`config.mk`:
```
export PLATFORM = sky130hd
export DESIGN_NAME = axis_sum_receiver_flat
export DESIGN_NICKNAME = d
export VERILOG_FILES = /design/src/rtl/axis_sum_receiver_if.sv /design/src/rtl/axis_sum_receiver.sv /design/src/flat_wrapper.sv
export SDC_FILE = /design/constraint.sdc
export NUM_CORES = 1
export LEC_CHECK = 0
export ABC_AREA = 1
export CORE_ASPECT_RATIO = 0.6
export CORE_UTILIZATION = 40
export CTS_CLUSTER_DIAMETER = 100
export DETAILED_ROUTE_END_ITERATION = 10
export PLACE_DENSITY = 0.65
export SETUP_SLACK_MARGIN = 0.1
export SLEW_MARGIN = 10
export SYNTH_ARGS = -nofsm -noshare
export SYNTH_HDL_FRONTEND = slang
export SYNTH_SLANG_ARGS = --single-unit
```
`constraint.sdc`:
```
create_clock -name ACLK -period 1.9 [get_ports ACLK]
set_clock_uncertainty 0.1 [all_clocks]
set_input_delay 0.57 -clock ACLK [delete_from_list [all_inputs] [get_ports ACLK]]
set_output_delay 0.57 -clock ACLK [all_outputs]
set_load 0.02 [all_outputs]
```
`src/rtl/axis_sum_receiver_if.sv`:
```
// ---------------------------------------------------------------------------
// axis_sum_receiver_if
// Bundles the byte-stream input side and the reassembled-word output side of
// the adder result sink.
//   TDATA_in / TLAST_in / TVALID_in / TREADY_out : AXI-Stream byte input
//   SUM_out / SUM_valid / SUM_ready              : parallel word output
//   ERR_short / ERR_long                         : framing error pulses
//   PKT_count                                    : good-word counter
// slave  : the receiver (consumes the stream, drives the word port)
// master : the environment (drives the stream, consumes the word port)
// ---------------------------------------------------------------------------
interface axis_sum_receiver_if #(
  parameter int BYTES = 4
);
  logic [7:0]         TDATA_in;
  logic               TLAST_in;
  logic               TVALID_in;
  logic               TREADY_out;
  logic [8*BYTES-1:0] SUM_out;
  logic               SUM_valid;
  logic               SUM_ready;
  logic               ERR_short;
  logic               ERR_long;
  logic [15:0]        PKT_count;

  modport slave (
    input  TDATA_in, TLAST_in, TVALID_in, SUM_ready,
    output TREADY_out, SUM_out, SUM_valid, ERR_short, ERR_long, PKT_count
  );

  modport master (
    output TDATA_in, TLAST_in, TVALID_in, SUM_ready,
    input  TREADY_out, SUM_out, SUM_valid, ERR_short, ERR_long, PKT_count
  );
endinterface

```
`src/rtl/axis_sum_receiver.sv`:
```
// ---------------------------------------------------------------------------
// axis_sum_receiver
// AXI-Stream byte sink that reassembles fixed-length result packets (BYTES
// bytes, MSB first, TLAST on the final byte) into one parallel word held in
// a valid/ready output register. Short and long packets are dropped and
// flagged with one-cycle error pulses; good words are counted.
// Ports:
//   ACLK   : clock, rising edge
//   ARESET : synchronous reset, active-high
//   bus    : axis_sum_receiver_if.slave (stream in, word out, errors, count)
// ---------------------------------------------------------------------------
module axis_sum_receiver #(
  parameter int BYTES = 4
) (
  input  logic               ACLK,
  input  logic               ARESET,
  axis_sum_receiver_if.slave bus
);
  localparam int W     = 8 * BYTES;
  localparam int CNT_W = $clog2(BYTES);
  localparam logic [CNT_W-1:0] CNT_LAST = CNT_W'(BYTES - 1);

  typedef enum logic [0:0] {
    ST_COLLECT = 1'b0,
    ST_DISCARD = 1'b1
  } state_t;

  state_t           state_r;
  state_t           state_nxt_s;
  logic [CNT_W-1:0] cnt_r;
  logic [CNT_W-1:0] cnt_nxt_s;
  // Only the bytes preceding the current one are kept; the current byte is
  // appended combinationally so the final byte lands in the word directly.
  logic [W-9:0]     shreg_r;
  logic [W-1:0]     shifted_s;
  logic [W-1:0]     sum_r;
  logic             sum_valid_r;
  logic             err_short_r;
  logic             err_long_r;
  logic [15:0]      pkt_count_r;
  logic             at_last_s;
  logic             tready_s;
  logic             accept_s;
  logic             shift_s;
  logic             load_s;
  logic             short_s;
  logic             long_s;

  assign at_last_s = (cnt_r == CNT_LAST);
  assign accept_s  = bus.TVALID_in && tready_s;
  assign shifted_s = {shreg_r, bus.TDATA_in};

  // Stream ready: only the final byte waits, and only on a full, non-draining output register.
  always_comb begin
    tready_s = 1'b1;
    case (state_r)
      ST_COLLECT: tready_s = !(at_last_s && sum_valid_r && !bus.SUM_ready);
      ST_DISCARD: tready_s = 1'b1;
      default:    tready_s = 1'b1;
    endcase
  end

  // State register.
  always_ff @(posedge ACLK) begin
    if (ARESET) begin
      state_r <= ST_COLLECT;
    end else begin
      state_r <= state_nxt_s;
    end
  end

  // Next-state logic: enter DISCARD on an over-length packet, leave on its TLAST.
  always_comb begin
    state_nxt_s = state_r;
    case (state_r)
      ST_COLLECT: begin
        if (accept_s && at_last_s && !bus.TLAST_in) begin
          state_nxt_s = ST_DISCARD;
        end else begin
          state_nxt_s = ST_COLLECT;
        end
      end
      ST_DISCARD: begin
        if (accept_s && bus.TLAST_in) begin
          state_nxt_s = ST_COLLECT;
        end else begin
          state_nxt_s = ST_DISCARD;
        end
      end
      default: state_nxt_s = ST_COLLECT;
    endcase
  end

  // Output decode: byte counter update, word load and framing-error strobes.
  always_comb begin
    cnt_nxt_s = cnt_r;
    shift_s   = 1'b0;
    load_s    = 1'b0;
    short_s   = 1'b0;
    long_s    = 1'b0;
    case (state_r)
      ST_COLLECT: begin
        if (accept_s) begin
          shift_s = 1'b1;
          if (at_last_s) begin
            cnt_nxt_s = '0;
            if (bus.TLAST_in) begin
              load_s = 1'b1;
            end else begin
              long_s = 1'b1;
            end
          end else if (bus.TLAST_in) begin
            cnt_nxt_s = '0;
            short_s   = 1'b1;
          end else begin
            cnt_nxt_s = cnt_r + CNT_W'(1);
          end
        end else begin
          cnt_nxt_s = cnt_r;
        end
      end
      ST_DISCARD: begin
        // Counter is already zero here; it is simply held for the next packet.
        cnt_nxt_s = '0;
      end
      default: cnt_nxt_s = '0;
    endcase
  end

  // Datapath registers: shift register, output word, error pulses and packet counter.
  always_ff @(posedge ACLK) begin
    if (ARESET) begin
      cnt_r       <= '0;
      shreg_r     <= '0;
      sum_r       <= '0;
      sum_valid_r <= 1'b0;
      err_short_r <= 1'b0;
      err_long_r  <= 1'b0;
      pkt_count_r <= 16'd0;
    end else begin
      cnt_r       <= cnt_nxt_s;
      err_short_r <= short_s;
      err_long_r  <= long_s;
      if (shift_s) begin
        shreg_r <= shifted_s[W-9:0];
      end
      // A load wins over a drain so a simultaneous drain+load leaves no bubble.
      if (load_s) begin
        sum_r       <= shifted_s;
        sum_valid_r <= 1'b1;
        pkt_count_r <= pkt_count_r + 16'd1;
      end else if (bus.SUM_ready) begin
        sum_valid_r <= 1'b0;
      end
    end
  end

  assign bus.TREADY_out = tready_s;
  assign bus.SUM_out    = sum_r;
  assign bus.SUM_valid  = sum_valid_r;
  assign bus.ERR_short  = err_short_r;
  assign bus.ERR_long   = err_long_r;
  assign bus.PKT_count  = pkt_count_r;
endmodule

```
`src/flat_wrapper.sv`:
```
// flat-port wrapper written by rule: the top's interface ports become plain ports
module axis_sum_receiver_flat 
#(
  parameter int BYTES = 4
)
  (ACLK, ARESET, bus_TDATA_in, bus_TLAST_in, bus_TVALID_in, bus_SUM_ready, bus_TREADY_out, bus_SUM_out, bus_SUM_valid, bus_ERR_short, bus_ERR_long, bus_PKT_count);
  axis_sum_receiver_if #(.BYTES(BYTES)) bus_i ();
  input  logic ACLK;
  input  logic ARESET;
  input wire logic [$bits(bus_i.TDATA_in)-1:0] bus_TDATA_in;
  input wire logic [$bits(bus_i.TLAST_in)-1:0] bus_TLAST_in;
  input wire logic [$bits(bus_i.TVALID_in)-1:0] bus_TVALID_in;
  input wire logic [$bits(bus_i.SUM_ready)-1:0] bus_SUM_ready;
  output wire logic [$bits(bus_i.TREADY_out)-1:0] bus_TREADY_out;
  output wire logic [$bits(bus_i.SUM_out)-1:0] bus_SUM_out;
  output wire logic [$bits(bus_i.SUM_valid)-1:0] bus_SUM_valid;
  output wire logic [$bits(bus_i.ERR_short)-1:0] bus_ERR_short;
  output wire logic [$bits(bus_i.ERR_long)-1:0] bus_ERR_long;
  output wire logic [$bits(bus_i.PKT_count)-1:0] bus_PKT_count;
  assign bus_i.TDATA_in = bus_TDATA_in;
  assign bus_i.TLAST_in = bus_TLAST_in;
  assign bus_i.TVALID_in = bus_TVALID_in;
  assign bus_i.SUM_ready = bus_SUM_ready;
  assign bus_TREADY_out = bus_i.TREADY_out;
  assign bus_SUM_out = bus_i.SUM_out;
  assign bus_SUM_valid = bus_i.SUM_valid;
  assign bus_ERR_short = bus_i.ERR_short;
  assign bus_ERR_long = bus_i.ERR_long;
  assign bus_PKT_count = bus_i.PKT_count;
  axis_sum_receiver #(.BYTES(BYTES)) u_core (.ACLK(ACLK), .ARESET(ARESET), .bus(bus_i));
endmodule
```
# Word level (Yosys, flattened, before mapping)
# Index checks and enable logic that the tools add are counted.
# totals
ff_bits,78
inputBits,13
output_inout_bits,52
wordCells,44
# classes
add_sub_neg,2
n_eq_ne,2
mux,17
bitwise_logic,3
n_reduce_logical,12
# op_table
op,count
"adder 16 x 1 -> 16 bit, second input constant",1
two-way mux 1 bit,11
OR reduction 4 bit,2
logical AND 1 bit,6
two-way mux 2 bit,3
case mux 1 bit (2 select lines),2
case mux 2 bit (2 select lines),1
zero test 1 bit,3
inverter 1 bit,3
"adder 2 x 1 -> 2 bit, second input constant",1
"equality test 2 bit, second input constant",1
"inequality test 2 x 1 -> 1 bit, second input constant",1
nonzero test 2 bit,1

# Longest topological paths before layout
# Gate-level depths: netlist of run 1.
# depth
ltp_word,10
ltp_mapped,10
ltp_nobuf,9

# Least setup slack after synthesis of run 1
# OpenSTA, ideal clock, no wires.
# synth_path
path_type,register -> register
start,reg u_core.pkt_count_r[0] (netlist: u_core.bus.PKT_count[0])
end,reg u_core.pkt_count_r[14] (netlist: u_core.bus.PKT_count[14])
setup_time_ps,115
t_arrival_ps,1334
required_ps,1685
path_slack_ps,351
path_stages_with_launch,9
path_buffers,0
period_less_slack_ps,1549
path_cell_list,dfxtp_1 ha_1 nand2_1 nor2_2 nand3_1 nor2_1 nand3_1 nand2_1 nor2_1
# synth_via
elab_chain_len,1
# synth_lines
item,line_no,text
from (decl),axis_sum_receiver.sv:40,logic [15:0] pkt_count_r;
from (signal assigned),axis_sum_receiver.sv:151,pkt_count_r <= pkt_count_r + 16'd1;
adder 16 x 1 -> 16 bit,axis_sum_receiver.sv:151,
# No other way between the ends.
# A chain may end at the register's enable or synchronous reset.

# Worst setup path in the final report of run 1
# layout_path
start,reg u_core.cnt_r[0]
end,out bus_TREADY_out
# layout_via
elab_chain_len,5
# layout_lines
item,line_no,text
from (decl),axis_sum_receiver.sv:30,logic [CNT_W-1:0] cnt_r;
from (signal assigned),axis_sum_receiver.sv:141,cnt_r <= cnt_nxt_s;
equality test 2 bit,axis_sum_receiver.sv:49,assign at_last_s = (cnt_r == CNT_LAST);
logical AND 1 bit (2 in a row),axis_sum_receiver.sv:57,ST_COLLECT: tready_s = !(at_last_s && sum_valid_r && !bus.SUM_ready);
zero test 1 bit,axis_sum_receiver.sv:57,
case mux 1 bit (2 select lines),axis_sum_receiver.sv:56,case (state_r)
to (decl),flat_wrapper.sv:14,output wire logic [$bits(bus_i.TREADY_out)-1:0] bus_TREADY_out;
# No other way between the ends.

==> results of run 1 <==
what timing repair did:
item,4_1_cts,5_1_grt
pin swaps,1,0
resized for setup,64,7
setup endpoints to repair,52,8
hold buffers,0,0
worst min-delay path: stages, from the launching register on:
cell and delay, ps:
dfxtp_1 300, nand2_1 60, a21oi_1 50
cells by family after synthesis:
group	after synthesis	synth area share, %
simple gates	213	29.31
compound gates	73	12.07
buf+inv	40	6.201
flops	78	51.59
fa+ha+maj	2	0.8267
worst paths after layout:
kind,startpoint,endpoint,cells past startpoint
setup / recovery,u_core.cnt_r[0]$_SDFFE_PP0P_,bus_TREADY_out,5
hold / removal,u_core.bus.SUM_out[0]$_SDFFE_PP0P_,u_core.bus.SUM_out[0]$_SDFFE_PP0P_,2
setup reg to reg,u_core.bus.PKT_count[0]$_SDFFE_PP0P_,u_core.bus.PKT_count[14]$_SDFFE_PP0P_,8
hold reg to reg,u_core.bus.SUM_out[0]$_SDFFE_PP0P_,u_core.bus.SUM_out[0]$_SDFFE_PP0P_,2
report_power, final:
part           switching [µW]  internal, µW  total (µW)
registers                17.7          1660        1680
logic                    81.3          59.7         141
clock network             609           947        1560
total                     708          2660        3370
cell usage after synthesis (all sizes together):
| cell type | n | area (µm²) |
|---|---|---|
| nand2 | 127 | 486.7 |
| dfxtp | 78 | 1562 |
| a21oi | 68 | 340.3 |
| nor2 | 44 | 175.2 |
| nand3 | 38 | 195.2 |
| inv | 16 | 62.57 |
| buf | 12 | 80.07 |
| clkbuf | 11 | 41.29 |
| o21ai | 5 | 25.02 |
| ha | 2 | 25.02 |
| nand4 | 2 | 18.77 |
| clkinv | 1 | 3.750 |
| nor3 | 1 | 5.000 |
| nor4 | 1 | 6.260 |
flip-flops by register name, summed over array words and instances, names as in the netlist:
| signal | cells |
|---|---|
| u_core.cnt_r | 2 |
| u_core.bus.SUM_out | 32 |
| u_core.bus.ERR_short | 1 |
| u_core.bus.PKT_count | 16 |
| u_core.bus.SUM_valid | 1 |
| u_core.shreg_r | 24 |
| u_core.state_r | 1 |
| u_core.bus.ERR_long | 1 |
final cells by class:
class,count,share of cell area (%)
clock buffers,14,6.472
well taps,104,3.190
clock inverters,1,0.1227
multi-input cells,288,31.75
inverters,17,1.626
repair buffers,84,18.50
flip-flops and latches,78,38.34
stage by stage:
stage          power [µW]  utilization, %
2_1_floorplan        1788               -
3_3_place_gp         1849           52.88
3_5_place_dp         1851           52.88
4_1_cts              3423           55.92
5_1_grt              3500           55.90
6_report             3372           55.90
per-layer routing:
layer | track usage [%] | routed length, µm
met1 | 28.43 | 3824
met2 | 27.34 | 3047
met3 | 7.430 | 438
met4 | 5.195 | 0
met5 | 0 | 0
==> metrics.txt, run 1 <==
Clk pin slew, worst setup/hold paths 60 ps; DR pass1 iterations 4; setup bufs post-CTS 0; ANT cells 0; Post-Place Setup Slack -541.3 ps; row cnt 24; CP max stage delay 350 ps; Final Instance Area 4079 µm²; Cell Area, Placed 3859 µm²; RSZ-0062 raised after global routing yes; Initial Utilization 41.48%; CP delay by family, top flip-flops; Syn Nets 421; CP endpoint kind primary output; placeable core region 7297 µm²; Worst Path Buf+Inv 2; DR WL/cell 12.47 µm; Layout Nets 493; DR iter-0 viols 149; CTS tree yes; register area share after synthesis 51.59%; largest net degree at the start of global routing 60; Remaining DRCs 0; Max Fclk 541.5 MHz; final hold violations 0; via count 2858; Fillers 706; Post-Layout Cell Count 586; WS Path Type reg -> out; commonest non-fill, non-tap cell in the layout nand2_1; Final HPWL DP 5.121 mm; crit path max fanout 2; Mapped Area 3027 µm²; Syn-to-layout area delta 34.77%; Slew @ Worst Pin 587.1 ps; synth warn 0; die span in y 69.38 µm; CP arrival 1180 ps; r2r setup slk 260 ps; share of layout cells above drive strength 1 10.58%; syn_area_per_cell 7.455 µm²; slowest cell on the critical path dfxtp_2; PD cells 826.7 nW/µm²; clk sink count 78; HP Class reg -> reg; worst relative slew slack 60.86%; Final Cycle Share 97.20%; GRT overflow 0; cts bufs inserted 9; critical path required time 1230 ps; global-route wire length before repair 12.11 mm; CP Cell Sequence ha_4, inv_2, nor2_4, nand3_2, buf_6; gpl congestion 0.7817; vias in the first global route 2497; clk_lat worst skew 330 ps; number of library cell types mapped by synthesis 25; number of instances in the placed design 571; final worst slack 53.27 ps; Via-to-Cell Ratio 4.877; max-capacitance violation count 0; VDD IR max 0.4500 mV; IO buf count 64; clk root buf clkbuf_16; setup TNS 0 ps; Longest Clk Path Bufs 2; Die Wd 114.3 µm; Pins Over Slew Limit 0; Multi-input gate area 1295 µm²; All-Layer GR Usage 19.72%; most frequent cells in the layout 125 x nand2_1, 76 x dfxtp_1, 68 x a21oi_1; #FFs+latches synth 78; Static Leak 0.001678 µW; Routed Antenna Nets 0; Post-Synthesis Cells 406; Die ar. 7930 µm²; final WL 7.310 mm; register area 1564 µm²; minimum clock period 1847 ps; initial antenna violation count 0; H-tree depth 3; hold_ws 361.5 ps; CP Launch Type flip-flop; IO Count 65; status finished clean; Setup violations, final 0
No activity file was read; power rests on OpenSTA's default activity.
==> inputs of run 2 (changes only) <==
--- a/config.mk
+++ b/config.mk
@@ -6,11 +6,12 @@
 export NUM_CORES = 1
 export LEC_CHECK = 0
 export ABC_AREA = 1
+export ABC_CLOCK_PERIOD_IN_PS = 2100
 export CORE_ASPECT_RATIO = 0.6
-export CORE_UTILIZATION = 40
+export CORE_UTILIZATION = 50
 export CTS_CLUSTER_DIAMETER = 100
 export DETAILED_ROUTE_END_ITERATION = 10
-export PLACE_DENSITY = 0.65
+export PLACE_DENSITY = 0.79
 export SETUP_SLACK_MARGIN = 0.1
 export SLEW_MARGIN = 10
 export SYNTH_ARGS = -nofsm -noshare
==> constraint.sdc (replaced) <==
create_clock -name ACLK -period 2.1 [get_ports ACLK]
set_clock_uncertainty 0.1 [all_clocks]
set_input_delay 0.63 -clock ACLK [delete_from_list [all_inputs] [get_ports ACLK]]
set_output_delay 0.63 -clock ACLK [all_outputs]
set_load 0.02 [all_outputs]
==> run 2 against run 1 <==
Against the previous run: core utilization increased by 14 points; via count increased by 0.35%; wire length decreased by 1.7%; clock-buffer cell count decreased by 4; final cell count decreased by 4.8%; design area decreased by 2.3%; critical path depth unchanged; power decreased by 14%; worst hold slack about the same; clock power decreased by 19%; register-to-register slack improved by 150 ps; critical endpoint unchanged; largest cell class unchanged.
==> metrics.txt, run 2 (same netlist as run 1, synthesis figures left out) <==
via count 2868 (was 2858); DR iter-0 viols 200 (was 149); Worst setup endpoint bus_TREADY_out (unchanged); commonest non-fill, non-tap cell in the layout nand2_1 (unchanged); Fillers 496 (was 706); final core utilization 69.89% (was 55.90%); ANT cells 0 (unchanged); CP endpoint kind primary output (unchanged); Slew @ Worst Pin 578.4 ps (was 587.1 ps); number of flip-flops in the largest register 32 (unchanged); largest net degree at the start of global routing 60 (unchanged); CP delay by family, top flip-flops (unchanged); status finished clean (unchanged); cts bufs inserted 9 (unchanged); R2R Path End u_core.bus.PKT_count[9]$_SDFFE_PP0P_ (was u_core.bus.PKT_count[14]$_SDFFE_PP0P_); Final HPWL DP 4.912 mm (was 5.121 mm); Routed Antenna Nets 0 (unchanged); Tot Pwr 2910 µW (was 3372 µW); Die Wd 102.4 µm (was 114.3 µm); Pins Over Slew Limit 0 (unchanged); global-route wire length before repair 12.28 mm (was 12.11 mm); CP startpoint u_core.cnt_r[1]$_SDFFE_PP0P_ (was u_core.cnt_r[0]$_SDFFE_PP0P_); clk root buf clkbuf_8 (was clkbuf_16); final WL 7.188 mm (was 7.310 mm); crit path max fanout 2 (unchanged); most frequent cells in the layout 125 x nand2_1, 76 x dfxtp_1, 68 x a21oi_1 (unchanged); RSZ-0062 raised after global routing no (was yes); r2r setup slk 410 ps (was 260 ps); IO buf count 64 (unchanged); DR pass1 iterations 5 (was 4); Reg2Reg Launch Point u_core.cnt_r[1]$_SDFFE_PP0P_ (was u_core.bus.PKT_count[0]$_SDFFE_PP0P_); gpl congestion 0.8171 (was 0.7817); Post-Layout Cell Count 558 (was 586); initial antenna violation count 0 (unchanged); Initial Utilization 53.08% (was 41.48%); GRT overflow 0 (unchanged); CTS hold repair buffers 0 (unchanged); clk sink count 78 (unchanged); IO Count 65 (unchanged); Longest Clk Path Bufs 2 (unchanged); Via-to-Cell Ratio 5.140 (was 4.877); All-Layer GR Usage 24.62% (was 19.72%); final hold violations 0 (unchanged); CP arrival 1210 ps (was 1180 ps); row cnt 21 (was 24); WS Path Type reg -> out (unchanged); Final Cycle Share 92.29%; worst relative slew slack 61.44% (was 60.86%); cells on worst reg2reg path 10 (was 8); minimum clock period 1938 ps; number of instances in the placed design 541 (was 571); Syn-to-layout area delta 31.67% (was 34.77%); Crit path depth 5 (unchanged); Layout Nets 488 (was 493); max-capacitance violation count 0 (unchanged); HP Class reg -> reg (unchanged); VDD IR max 0.4340 mV (was 0.4500 mV); clk_lat worst skew 350 ps (was 330 ps); CP max stage delay 370 ps (was 350 ps); CTS tree yes (unchanged); slowest cell on the critical path dfxtp_2 (unchanged); Worst Path Buf+Inv 2 (unchanged); die span in y 62.27 µm (was 69.38 µm); vias in the first global route 2615 (was 2497); CP Launch Type flip-flop (unchanged); Setup violations, final 0 (unchanged); critical path required time 1370 ps (was 1230 ps); PD cells 730.2 nW/µm² (was 826.7 nW/µm²); Static Leak 0.001649 µW (was 0.001678 µW); share of layout cells above drive strength 1 9.623% (was 10.58%); placeable core region 5702 µm² (was 7297 µm²); CP Cell Sequence ha_4, inv_2, nor2_4, nand3_2, buf_6 (unchanged); Remaining DRCs 0 (unchanged); H-tree depth 3 (unchanged); Max Fclk 516.0 MHz; Clk pin slew, worst setup/hold paths 80 ps (was 60 ps); hold_ws 361.8 ps (was 361.5 ps); DR WL/cell 12.88 µm (was 12.47 µm); Die ar. 6379 µm² (was 7930 µm²)
## run 2: routing by layer
layer / up-vias / routed length, µm / global-route usage (%)
met5: - / 0 / 0
met3: 10 / 505 / 7.770
met2: 91 / 2985 / 35.42
met4: 0 / 77 / 5.893
li1: 1451 / - / -
met1: 1316 / 3618 / 35.60
## run 2: tightest hold or removal path, cell delays in order, from the launching register on
cell and delay, ps:
dfxtp_1 310, inv_1 50, a21oi_1 50
## run 2: power by group
group / internal (µW) / switching, µW / total [µW] / leakage, µW
Sequential: 1500 / 16.4 / 1510 / 0.000631
Combinational: 50.9 / 73.8 / 125 / 0.000908
Clock: 710 / 562 / 1270 / 0.000110
Total: 2260 / 653 / 2910 / 0.00165
## run 2: worst min-delay path by stage
stage / startpoint / end / cells past startpoint
finish: u_core.shreg_r[23]$_SDFFE_PP0P_ / u_core.bus.SUM_out[31]$_SDFFE_PP0P_ / 2
global route: u_core.bus.SUM_out[28]$_SDFFE_PP0P_ / u_core.bus.SUM_out[28]$_SDFFE_PP0P_ / 2
CTS: u_core.shreg_r[23]$_SDFFE_PP0P_ / u_core.bus.SUM_out[31]$_SDFFE_PP0P_ / 2
detailed placement: u_core.shreg_r[23]$_SDFFE_PP0P_ / u_core.bus.SUM_out[31]$_SDFFE_PP0P_ / 2
global placement: u_core.shreg_r[23]$_SDFFE_PP0P_ / u_core.bus.SUM_out[31]$_SDFFE_PP0P_ / 2
floorplan: u_core.shreg_r[23]$_SDFFE_PP0P_ / u_core.bus.SUM_out[31]$_SDFFE_PP0P_ / 2
## run 2: metrics by stage
| stage | worst slack (ps) | TNS, ps | instance area, µm² |
|---|---|---|---|
| after detailed placement | -453.9 | -1840 | 3796 |
| final | 162.0 | 0 | 3985 |
| after global placement | -428.7 | -1035 | 3796 |
| after global routing | 102.5 | 0 | 3985 |
| after CTS | 114.2 | 0 | 3976 |
| after floorplan | 518.8 | 0 | 3027 |
## run 2: area by class of cell
class,count,area [µm²],share of cell area [%]
Sequential cell,78,1564,39.25
Multi-Input combinational cell,288,1290,32.37
Clock inverter,6,92.59,2.323
Clock buffer,10,137.6,3.454
Timing Repair Buffer,79,734.5,18.43
Inverter,17,66.31,1.664
Tap cell,80,100.1,2.512
## run 2: what timing repair did
item                       4_1_cts  5_1_grt
hold endpoints to repair         0        0
gates resized for setup         62        1
setup buffers                    0        1
setup endpoints to repair       52        1
pin swaps                        1        2
gates cloned                     0        0
==> patch (flow settings as in run 2) <==
Make the reset (`ARESET`) asynchronous in 2 clocked blocks. Comments in the files are not updated.
--- a/src/rtl/axis_sum_receiver.sv
+++ b/src/rtl/axis_sum_receiver.sv
@@ -61,7 +61,7 @@
   end
 
   // State register.
-  always_ff @(posedge ACLK) begin
+  always_ff @(posedge ACLK or posedge ARESET) begin
     if (ARESET) begin
       state_r <= ST_COLLECT;
     end else begin
@@ -128,7 +128,7 @@
   end
 
   // Datapath registers: shift register, output word, error pulses and packet counter.
-  always_ff @(posedge ACLK) begin
+  always_ff @(posedge ACLK or posedge ARESET) begin
     if (ARESET) begin
       cnt_r       <= '0;
       shreg_r     <= '0;
Behaviour: differs if ARESET is asserted again (counterexample within 4 cycles, from zero or initial values and one cycle with ARESET high); with ARESET held inactive, the same outputs for 10 cycles.
==> patch against run 2 <==
Wire length fell by 11%. Setup slack got worse by 0.028 ns. Register-to-register slack improved by 0.02 ns. Sequential share of layout area rose by 7.8 points. Synthesized area rose by 5.5%. Sequential cell count did not move. Maximum frequency fell by 1.4%. Cell area rose by 4.1%. Critical endpoint unchanged. First-iteration DRC count fell by 53%. Highest routed layer unchanged.
Power is not compared: it rests on default switching activity, and its combinational part moved more than twofold at a synthesized area within 25%.
==> patch: results (changes against run 2) <==
stage;metric;value;unit;change
outcome;status;completed;;
routing;via count;2470;;-14%
grt;gr usage total;0.217;;-0.0293
layout;Layout Nets;440;;-9.8%
layout;Clock Buffer Count;11;;+1
power;Leak;2.25;nW;
synth;Async S/R FF share, synth;1.00;;+1.00
layout;max FFs per register;32;;unchanged
synth;synth warn;0;;unchanged
layout;Repair and plain buffers;82;;+3.8%
layout;#MultiIn Comb;227;;-21%
clock_tree;CTS H-tree depth;3;;unchanged
layout;share of layout cells above drive strength 1;0.114;;+0.0180
synth;Commonest cells post-synth;nand2_1, dfrtp_1, inv_1, o21ai_0, nor2_1;;
routing;initial drt markers;95;;-53%
routing;wire length per cell;12.4;um;-3.4%
setup_path;startpoint types;register;;
placement;routability congestion estimate;0.781;;-4.5%
setup_path;worst reg-to-reg path cell count;7;;-3
layout;ClkCell Share;0.0456;;-0.0122
grt;largest net degree at the start of global routing;79;;+32%
synth;top post-synthesis cells by area;dfrtp_1, nand2_1, o21ai_0;;
grt;vias in the first global route;2334;;-11%
setup_path;critical path fanouts, max;2;;unchanged
power;switching portion of total power;0.343;;
layout;Inserted Diodes;0;;unchanged
setup_path;Crit Reg-Reg Endpoint;u_core.bus.SUM_out[15];;
timing;final hold slack;0.375;ns;+0.0132 ns
layout;area occupied by registers;1950;um^2;+25%
timing;Worst-Margin Slew;0.407;ns;-0.171 ns
layout;fraction of area in multi-input gates;0.255;;-0.0684
clock_tree;CTS Sinks;78;;unchanged
synth;Top FF cell, synth;dfrtp_1;;
placement;dpl hpwl;4.38;mm;-11%
layout;layout filler cell count;549;;+11%
synth;Net Count, Synth;360;;-14%
clock_tree;Reg clk slew, reported paths;0.08;ns;about the same
clock_tree;Num CTS Buffers;9;;unchanged
synth;Seq/Total Area, Yosys;0.611;;+0.0951
synth;synth unique cells;25;;unchanged
timing;Final Hold Fails;0;;unchanged
setup_path;Worst R2R Start;u_core.cnt_r[0];;
worst_hold_path;Tightest Hold Check Type;reg2reg;;
clock_tree;worst skew pair latency;0.35;ns;about the same
grt;first-pass GRT wire length;11.1;mm;-9.5%
synth;post-synth top area share;0.611;;+0.0951
power;VDD IR-drop max;0.632;mV;
layout;inverters;27;;+10
worst_hold_path;min-delay src;u_core.bus.SUM_out[27];;
layout;NonClk Buf Share;0.178;;-0.00657
setup_path;Worst Path Arrival;1.24;ns;+0.03 ns
worst_hold_path;worst hold endpoint;u_core.bus.SUM_out[27];;
setup_path;setup slack, reg-to-reg;0.43;ns;+0.02 ns
clock_tree;root buffer cell;clkbuf_8;;
## patch: cell types whose count changed after synthesis, sizes merged, moves of 16 or more
cell          run 2  this run
dfrtp             0        78
nor2             44        28
o21ai             5        35
a21oi            68         9
nand3            38         8
dfxtp            78         0
## patch: stage by stage
stage	cells	setup slack [ns]	area, um^2	total power, mW
6_report	513	0.134	4150	4.63
5_1_grt	513	0.0375	4150	4.93
4_1_cts	512	0.112	4140	4.68
3_5_place_dp	497	-0.514	4010	3.80
3_3_place_gp	497	-0.523	4010	3.77
2_1_floorplan	345	0.443	3200	2.99
## patch: cell families (layout without fill, tap and decap cells)
kind of cell               Yosys count  after routing  share of synthesized area
and+or+nand+nor                    172            172                      0.229
DFF                                 78             78                      0.611
AOI/OAI and AO/OA                   44             44                     0.0689
buffers and inverters               40            124                     0.0584
xor gates and xnor gates             9              9                     0.0247
adders and majority gates            2              2                    0.00783
## patch: worst max-delay path, stage by stage (launching register included)
cell     delay, ns
dfrtp_1       0.39
ha_2          0.19
inv_2         0.06
nor2_4        0.03
nand2_2       0.09
buf_6         0.12
## patch: power groups by stage
| stage | Sequential [mW] | Clock, mW | Combinational (mW) |
|---|---|---|---|
| final | 2.17 | 1.09 | 1.38 |
| after global routing | 2.22 | 1.18 | 1.52 |
| after CTS | 2.17 | 1.12 | 1.39 |
| after detailed placement | 2.20 | 0 | 1.60 |
| after global placement | 2.19 | 0 | 1.57 |
| after floorplan | 2.53 | 0 | 0.458 |
## patch: what timing repair did
item	in CTS	in global routing
hold buffers	0	0
setup endpoints to repair	52	1
buffers inserted	0	1
pin swaps	0	0
resized for setup	60	0
## patch: per-layer routing
metal  routed length, um  GRT usage
met1                3180      0.305
met2                2670      0.304
met3                 505     0.0939
met4                  34     0.0634
met5                   0          0
